$ cat src/rtl/uram_arbiter.sv
// ---------------------------------------------------------------------------
// uram_arbiter
//
// Purpose:
//   Shares one single-port, 72-bit, byte-write URAM between a video fetch
//   port (full-word reads) and a CPU/mapper port (byte reads and writes).
//   The block drives every RAM control pin, optionally clears the whole
//   array after reset, and routes read data back to whichever port issued
//   the read, with a fixed two-cycle latency measured from the grant pulse.
//
// Optional feature:
//   URAM_ARB_CLEAR_EN - when defined, a CLEAR state writes zero to every word
//   (0..DEPTH-1) before any request is served. When undefined, serving
//   starts on the first edge after reset release and RAM contents are left
//   as they are.
//
// Ports:
//   clk, reset_n            clock, synchronous active-low reset
//   vid_req/vid_addr        video word-read request (held until vid_gnt)
//   vid_gnt                 one-cycle grant pulse to video
//   vid_rvalid/vid_rdata    returned 72-bit word
//   cpu_req/cpu_we/
//   cpu_addr/cpu_wdata      CPU byte request (held until cpu_gnt)
//   cpu_gnt                 one-cycle grant pulse to CPU
//   cpu_rvalid/cpu_rdata    returned byte
//   ram_we/ram_addr/ram_di  registered RAM command (9 lane write enables)
//   ram_do                  RAM read data, valid one cycle after ram_addr
//   init_done               high once serving has started
// ---------------------------------------------------------------------------
module uram_arbiter #(
    parameter int DEPTH        = 262144,
    parameter int ADDR_WIDTH   = 18,
    parameter int STARVE_LIMIT = 4
) (
    input  logic                  clk,
    input  logic                  reset_n,
    input  logic                  vid_req,
    input  logic [ADDR_WIDTH-1:0] vid_addr,
    output logic                  vid_gnt,
    output logic                  vid_rvalid,
    output logic [71:0]           vid_rdata,
    input  logic                  cpu_req,
    input  logic                  cpu_we,
    input  logic [ADDR_WIDTH+2:0] cpu_addr,
    input  logic [7:0]            cpu_wdata,
    output logic                  cpu_gnt,
    output logic                  cpu_rvalid,
    output logic [7:0]            cpu_rdata,
    output logic [8:0]            ram_we,
    output logic [ADDR_WIDTH-1:0] ram_addr,
    output logic [71:0]           ram_di,
    input  logic [71:0]           ram_do,
    output logic                  init_done
);

    // Parameter sanity, caught at elaboration.
    if ((64'd1 << ADDR_WIDTH) < 64'(DEPTH)) begin : g_bad_depth
        $error("uram_arbiter: 2**ADDR_WIDTH must be >= DEPTH");
    end
    if (STARVE_LIMIT < 1 || STARVE_LIMIT > 255) begin : g_bad_starve
        $error("uram_arbiter: STARVE_LIMIT must be 1..255");
    end

    logic                  vid_gnt_q,    vid_gnt_d;
    logic                  cpu_gnt_q,    cpu_gnt_d;
    logic                  vid_rvalid_q, vid_rvalid_d;
    logic                  cpu_rvalid_q, cpu_rvalid_d;
    logic [71:0]           vid_rdata_q,  vid_rdata_d;
    logic [7:0]            cpu_rdata_q,  cpu_rdata_d;
    logic [8:0]            ram_we_q,     ram_we_d;
    logic [ADDR_WIDTH-1:0] ram_addr_q,   ram_addr_d;
    logic [71:0]           ram_di_q,     ram_di_d;
    logic                  init_done_q,  init_done_d;
    logic [7:0]            starve_q,     starve_d;

    // Read tag pipe: stage 1 tracks the RAM address cycle, stage 2 the
    // cycle in which ram_do holds the data. port = 1 means CPU.
    logic                  t1_valid_q, t1_valid_d;
    logic                  t1_port_q,  t1_port_d;
    logic [2:0]            t1_lane_q,  t1_lane_d;
    logic                  t2_valid_q, t2_valid_d;
    logic                  t2_port_q,  t2_port_d;
    logic [2:0]            t2_lane_q,  t2_lane_d;

    logic                  serving;
    logic                  vid_elig;
    logic                  cpu_elig;
    logic                  cpu_win;
    logic [2:0]            cpu_lane;
    logic [ADDR_WIDTH-1:0] cpu_word;

`ifdef URAM_ARB_CLEAR_EN
    typedef enum logic {ST_CLEAR, ST_SERVE} state_t;
    state_t                state_q, state_d;
    logic [ADDR_WIDTH-1:0] clr_ptr_q, clr_ptr_d;
    assign serving = (state_q == ST_SERVE);
`else
    assign serving = init_done_q;
`endif

    assign cpu_lane = cpu_addr[2:0];
    assign cpu_word = cpu_addr[ADDR_WIDTH+2:3];

    // A port granted on the previous edge sits out one edge, so its
    // requester has time to drop or change the request.
    assign vid_elig = vid_req & ~vid_gnt_q;
    assign cpu_elig = cpu_req & ~cpu_gnt_q;
    assign cpu_win  = cpu_elig & ((starve_q >= 8'(STARVE_LIMIT)) | ~vid_elig);

    // ---------------- state register ----------------
    always_ff @(posedge clk) begin
        if (!reset_n) begin
            vid_gnt_q    <= 1'b0;
            cpu_gnt_q    <= 1'b0;
            vid_rvalid_q <= 1'b0;
            cpu_rvalid_q <= 1'b0;
            vid_rdata_q  <= '0;
            cpu_rdata_q  <= '0;
            ram_we_q     <= '0;
            ram_addr_q   <= '0;
            ram_di_q     <= '0;
            init_done_q  <= 1'b0;
            starve_q     <= '0;
            t1_valid_q   <= 1'b0;
            t1_port_q    <= 1'b0;
            t1_lane_q    <= '0;
            t2_valid_q   <= 1'b0;
            t2_port_q    <= 1'b0;
            t2_lane_q    <= '0;
`ifdef URAM_ARB_CLEAR_EN
            state_q      <= ST_CLEAR;
            clr_ptr_q    <= '0;
`endif
        end else begin
            vid_gnt_q    <= vid_gnt_d;
            cpu_gnt_q    <= cpu_gnt_d;
            vid_rvalid_q <= vid_rvalid_d;
            cpu_rvalid_q <= cpu_rvalid_d;
            vid_rdata_q  <= vid_rdata_d;
            cpu_rdata_q  <= cpu_rdata_d;
            ram_we_q     <= ram_we_d;
            ram_addr_q   <= ram_addr_d;
            ram_di_q     <= ram_di_d;
            init_done_q  <= init_done_d;
            starve_q     <= starve_d;
            t1_valid_q   <= t1_valid_d;
            t1_port_q    <= t1_port_d;
            t1_lane_q    <= t1_lane_d;
            t2_valid_q   <= t2_valid_d;
            t2_port_q    <= t2_port_d;
            t2_lane_q    <= t2_lane_d;
`ifdef URAM_ARB_CLEAR_EN
            state_q      <= state_d;
            clr_ptr_q    <= clr_ptr_d;
`endif
        end
    end

    // ---------------- next-state logic ----------------
    always_comb begin
        vid_gnt_d    = 1'b0;
        cpu_gnt_d    = 1'b0;
        vid_rvalid_d = 1'b0;
        cpu_rvalid_d = 1'b0;
        vid_rdata_d  = vid_rdata_q;
        cpu_rdata_d  = cpu_rdata_q;
        ram_we_d     = '0;
        ram_addr_d   = ram_addr_q;
        ram_di_d     = ram_di_q;
        init_done_d  = init_done_q;
        starve_d     = starve_q;
        t1_valid_d   = 1'b0;
        t1_port_d    = 1'b0;
        t1_lane_d    = '0;
        t2_valid_d   = t1_valid_q;
        t2_port_d    = t1_port_q;
        t2_lane_d    = t1_lane_q;

        // Read return: ram_do belongs to the read tracked in stage 2.
        if (t2_valid_q) begin
            if (t2_port_q) begin
                cpu_rvalid_d = 1'b1;
                cpu_rdata_d  = ram_do[{t2_lane_q, 3'b000} +: 8];
            end else begin
                vid_rvalid_d = 1'b1;
                vid_rdata_d  = ram_do;
            end
        end

`ifdef URAM_ARB_CLEAR_EN
        state_d   = state_q;
        clr_ptr_d = clr_ptr_q;
        if (state_q == ST_CLEAR) begin
            ram_we_d   = 9'h1FF;
            ram_di_d   = '0;
            ram_addr_d = clr_ptr_q;
            clr_ptr_d  = clr_ptr_q + ADDR_WIDTH'(1);
            if (clr_ptr_q == ADDR_WIDTH'(DEPTH - 1)) begin
                state_d     = ST_SERVE;
                init_done_d = 1'b1;
            end
        end
`else
        init_done_d = 1'b1;
`endif

        if (serving) begin
            if (cpu_win) begin
                cpu_gnt_d  = 1'b1;
                starve_d   = '0;
                ram_addr_d = cpu_word;
                if (cpu_we) begin
                    ram_we_d = 9'h001 << cpu_lane;
                    ram_di_d = '0;
                    ram_di_d[{cpu_lane, 3'b000} +: 8] = cpu_wdata;
                end else begin
                    t1_valid_d = 1'b1;
                    t1_port_d  = 1'b1;
                    t1_lane_d  = cpu_lane;
                end
            end else if (vid_elig) begin
                vid_gnt_d  = 1'b1;
                ram_addr_d = vid_addr;
                t1_valid_d = 1'b1;
                t1_port_d  = 1'b0;
                if (cpu_elig && starve_q != 8'hFF) begin
                    starve_d = starve_q + 8'd1;
                end
            end
        end
    end

    // ---------------- outputs ----------------
    always_comb begin
        vid_gnt    = vid_gnt_q;
        cpu_gnt    = cpu_gnt_q;
        vid_rvalid = vid_rvalid_q;
        cpu_rvalid = cpu_rvalid_q;
        vid_rdata  = vid_rdata_q;
        cpu_rdata  = cpu_rdata_q;
        ram_we     = ram_we_q;
        ram_addr   = ram_addr_q;
        ram_di     = ram_di_q;
        init_done  = init_done_q;
    end

endmodule
$ cat config.mk
export PLATFORM = sky130hd
export DESIGN_NAME = uram_arbiter
export DESIGN_NICKNAME = d
export VERILOG_FILES = /design/src/rtl/uram_arbiter.sv
export SDC_FILE = /design/constraint.sdc
export NUM_CORES = 1
export LEC_CHECK = 0
export CORE_AREA = 2 2 213 173
export CTS_CLUSTER_SIZE = 14
export DETAILED_ROUTE_END_ITERATION = 8
export DIE_AREA = 0 0 215 175
export SYNTH_ARGS = -nofsm -noshare
export SYNTH_HDL_FRONTEND = slang
export SYNTH_SLANG_ARGS = --single-unit
$ cat constraint.sdc
create_clock -name clk -period 2.3 [get_ports clk]
set_input_delay 0.23 -clock clk [delete_from_list [all_inputs] [get_ports clk]]
set_output_delay 0.23 -clock clk [all_outputs]
set_load 0.02 [all_outputs]
==> After elaboration in Yosys (flattened, before gate mapping) <==
Index checks and enable logic that the tools add are counted.
{ "word_totals": {"regBits": 202, "latch_bits": 0, "ramBits": 0, "mem_bits_ro": 0, "in_bits": 124, "output_inout_bits": 184, "elab_cells": 63, "n_memories": 0} }
{ "classes": {"addsub": 2, "multipliers": 0, "n_div": 0, "order_cmp": 1, "eq_ne": 1, "shifts": 4, "muxes": 12, "bitwise": 12, "n_reduce_logical": 14} }
{ "ops": {"columns": ["operator", "count"], "rows": [
  ["72-bit AND", 1],
  ["8-bit by 8-bit variable shift with 72-bit output, first input constant", 1],
  ["72-bit by 7-bit variable part select with 8-bit output", 1],
  ["8-bit by 8-bit variable part select with 72-bit output", 1],
  ["18-bit 2-to-1 mux", 2],
  ["8-bit 2-to-1 mux", 3],
  ["2-bit AND reduction", 5],
  ["3-bit AND reduction", 3],
  ["1-bit by 3-bit left shift with 9-bit output, first input constant", 1],
  ["8-bit by 1-bit adder with 8-bit output, second input constant", 1],
  ["8-bit by 3-bit greater-or-equal comparator with 1-bit output, second input constant", 1],
  ["8-bit != test, second input constant", 1],
  ["6-bit negation with 8-bit output", 1],
  ["1-bit 2-to-1 mux", 7],
  ["1-bit NOT", 7],
  ["4-bit AND reduction", 1],
  ["2-bit nonzero test", 2],
  ["4-bit OR reduction", 1],
  ["1-bit AND", 3],
  ["3-bit OR reduction", 1],
  ["1-bit logical AND", 1],
  ["1-bit OR", 1]
]} }

==> Longest topological paths before layout <==
{ "logic_depth": {"word_depth": 7, "mapped_depth": 8, "mapped_depth_nobuf": 7} }

==> Least setup slack after synthesis <==
Ideal clock, no wire load.
{ "synth_timing": {"kind": "reg2reg", "from": "register init_done_q, in the netlist init_done", "to": "register ram_di_q[65], in the netlist ram_di[65]", "setup_ns": 0.115, "arrival_ns": 1.572, "required_ns": 2.185, "setup_slack_ns": 0.612, "stages_incl_launch_ff": 7, "n_path_buf": 2, "period_less_slack_ns": 1.688, "path_cell_list": "dfxtp_1 > nand3b_4 > a211o_2 > buf_6 > buf_6 > and3_1 > a31o_1"} }
{ "synth_via": {"elab_chain_cells": 1} }
{ "synth_lines": {"columns": ["item", "line_no", "source"], "rows": [
  ["start, declared", "73", "logic init_done_q, init_done_d;"],
  ["start signal, assigned", "144", "init_done_q <= init_done_d;"],
  ["3-bit AND reduction (no line)", null, null],
  ["end signal, assigned", "143", "ram_di_q <= ram_di_d;"],
  ["end, declared", "72", "logic [71:0] ram_di_q, ram_di_d;"]
]} }
No other way between the ends.
A chain may end at the register's enable or synchronous reset.

==> Worst setup path after layout <==
{ "layout_timing": {"from": "register init_done_q, in the netlist init_done", "to": "output port init_done"} }
{ "layout_lines": {"columns": ["item", "line_no", "source"], "rows": [
  ["end, declared", "53", "output logic init_done"]
]} }
No word-level cell between the ends.

==> summary.md <==
| Metric | Value |
|---|---|
| Critical path arrival | 1.62 ns |
| Pre-CTS setup slack | -0.00244 ns |
| Clock skew | 0.0137 ns |
| Post-route ant nets | 0 |
| Antenna violations before repair | 1 |
| # hold bufs at CTS | 0 |
| Max Cap Viol | 0 |
| Slew @ Worst Pin | 0.606 ns |
| Post-synth top flop | dfxtp_1 |
| Root Buffer | clkbuf_16 |
| Mapped Cells | 897 |
| Critical Path, Cell by Cell | clkdlybuf4s50_1 |
| Row Count | 62 |
| M1 GR Usage | 0.201 |
| Die area | around 38000 sq um |
| CP top delay family | buffers and inverters |
| Number of storage elements in the synthesis netlist | 201 |
| Max VDD drop | 0.405 mV |
| DRC violations left | 0 |
| Final net count | 1308 |
| Final WL | 28800 microns |
| Footprint of the multi-input gates | 3660 sq um |
| Synthesized cell area | 8060 sq um |
| RSZ-0062 raised after global routing | false |
| Largest cells by area after synthesis | dfxtp_1 (50%), nand2_1 (11%), a21boi_0 (6.8%), mux4_2 (4.5%), and3_1 (3.0%) |
| Worst setup EP type | output pin |
| Area Overhead vs Synth | 54.3% |
| YS warnings | 0 |
| Status | complete, no violations |
| Initial DRC count | roughly 530 |
| Class of the worst hold path | in -> reg |
| FMAX | 542 MHz |
| Die Height | 175 microns |
| Grt total ovfl | 0 |
| Cell with the most instances after synthesis | nand2_1 |
| Distinct cells, synth | 43 |
| Finished Core Util | 0.350 |
| H-tree levels | 1 |
| Post-synth EDFFs | 0 |
| Period utilization | 0.803 |
| CTS Sinks | between 200 and 250 |
| Core Area | 35500 sq um |
| Syn Nets | 1028 |
| Critical path class | reg -> out |
| Slowest cell on crit path | clkdlybuf4s50_1 |
| Synth top area share | 0.499 |
| Bufs and invs on worst path | 1 |
| Num CTS Buffers | 25 |
| Post-CTS setup buffer count | 0 |
| Fill count | 3696 |
| Routed WL per cell | 17.2 microns |
| Crit path max fanout | 5 |
| GRT Util Overall | 0.145 |
| I/O Buffers | 306 |
| Latest clock arrival within the worst-skew pair | 0.53 ns |
| Gpl congestion | 0.827 |
| Clock Pin Slew Worst Setup and Hold Paths | 0.06 ns |
| Vias in the first global route | between 7000 and 8000 |
| DP HPWL | 20900 microns |
| Ys async rst share | 0 |
| Vias per cell | 4.46 |
| Vias | 7477 |
| Post-route minimum period | between 1.5 and 2 ns |
| CTS tree | yes |
| Met3 GRT Util | 0.0334 |
| Clock Tree Buf Depth | 3 |
| Most frequent cells after synthesis | nand2_1 (226), dfxtp_1 (201), a21boi_0 (73), clkbuf_1 (49), o21ai_0 (44) |
| First-pass GRT wire length | 43000 microns |
| Max Slew Vio Count | 0 |
| Pre-antenna DRT Iters | 5 |
| Largest net degree at the start of global routing | between 90 and 100 |
| Hold_ws | 0.232 ns |
| Total power divided by cell area | 667 nW/um^2 |
| Final hold vios | 0 |
| Final WS setup | ~0.45 ns |
| I/O pin cnt | 308 |
| Largest area contributor in the netlist | dfxtp_1 |
| Initial Util | 0.227 |
| Lkg Pwr | 4.46 nW |
| Syn avg cell area | 8.99 sq um |
| Slowest cell delay on critical path | 0.68 ns |
| Finish-stage setup viols | 0 |
| Share of layout cells above drive strength 1 | 0.0812 |
| Seq/Total Area, Yosys | 0.499 |
| Global routing's busiest layer | met2 |
| Rel. slew slack | 0.596 |
| Register Area | 4020 sq um |
| Startpoint Class | flop |
| Die W | 215 microns |
| PostCTS Resize Cnt | 0 |
| WP data required | 2.07 ns |
| M2 GR Usage | 0.225 |
-- state kept, by name, summed over array words and instances (netlist names) --
register    count
init_done       1
t1_valid_q      1
t1_lane_q       3
ram_di         72
cpu_gnt         1
cpu_rdata       8
ram_we          8
t1_port_q       1
vid_rvalid      1
cpu_rvalid      1
t2_port_q       1
starve_q        8
vid_rdata      72
ram_addr       18
t2_valid_q      1
t2_lane_q       3
vid_gnt         1
-- layout by cell type, fill, tap and decap left out, types with 18 or more instances in the layout --
| cell type | synthesis | routed |
|---|---|---|
| a31o_1 | 26 | 26 |
| nor2_1 | 23 | 23 |
| and3_1 | 39 | 39 |
| nand3_1 | 41 | 41 |
| dfxtp_1 | 201 | 201 |
| clkdlybuf4s50_1 | 0 | 305 |
| o21ai_1 | 24 | 24 |
| a31oi_1 | 18 | 18 |
| and2_1 | 19 | 19 |
| buf_4 | 2 | 19 |
| o21ai_0 | 44 | 44 |
| a21boi_0 | 73 | 73 |
| nand2_1 | 226 | 226 |
| clkbuf_16 | 0 | 25 |
-- per-stage QoR --
step	power [mW]	TNS, ns	area (sq um)	cells
CTS	8.45	0	12400	1675
global route	8.65	0	12400	1676
finish	8.29	0	12400	1676
floorplan	4.03	0	8060	897
detailed placement	4.53	-0.00244	11600	1630
global placement	4.53	0	11600	1630
-- worst register-to-register path: cells and delay by family (launching register included) --
kind	cells	cell delay [ns]
simple gates	2	0.57
flops	1	0.36
compound gates	2	0.35
buf+inv	1	0.33
-- worst paths after layout --
| path | startpoint | end | slack, ns | cells after the start |
|---|---|---|---|---|
| worst max-delay path | init_done | init_done | 0.45 | 1 |
| worst min-delay path | reset_n | ram_di[8] | 0.23 | 3 |
| worst max register to register | starve_q[2] | ram_di[6] | 0.61 | 5 |
| worst min register to register | t1_port_q | t2_port_q | 0.43 | 1 |
-- final cells by class --
cell class | count | share of cell area
antenna | 1 | 0.000201
clock buffer | 35 | 0.0574
clock inverter | 10 | 0.00735
inverter | 6 | 0.00181
multi-input combinational | 613 | 0.295
sequential | 201 | 0.324
tap | 480 | 0.0483
timing repair buffer | 330 | 0.267
-- layer usage --
| layer | wire length, microns | vias up |
|---|---|---|
| met3 | 1840 | 43 |
| met2 | 12800 | 258 |
| met1 | 13500 | 3513 |
| met4 | 678 | 0 |
| met5 | 0 | - |
| li1 | - | 3663 |
-- kinds of logic after synthesis --
family,after synthesis,synth area share
AO/OA/AOI/OAI,206,0.172
buffers and inverters,83,0.0481
XOR/XNOR,4,0.00435
flip-flops,201,0.499
adder cells (fa/ha/maj),7,0.0109
multiplexers,17,0.0461
other,1,0.000465
AND/OR/NAND/NOR,378,0.218
-- power breakdown --
part	total (mW)	leakage [nW]	switching, mW	internal [mW]
sequential	3.59	1.63	0.0351	3.55
combinational	0.876	2.44	0.450	0.426
clock	3.83	0.393	1.55	2.28
Note: power is estimated with default switching activity, not from simulation.
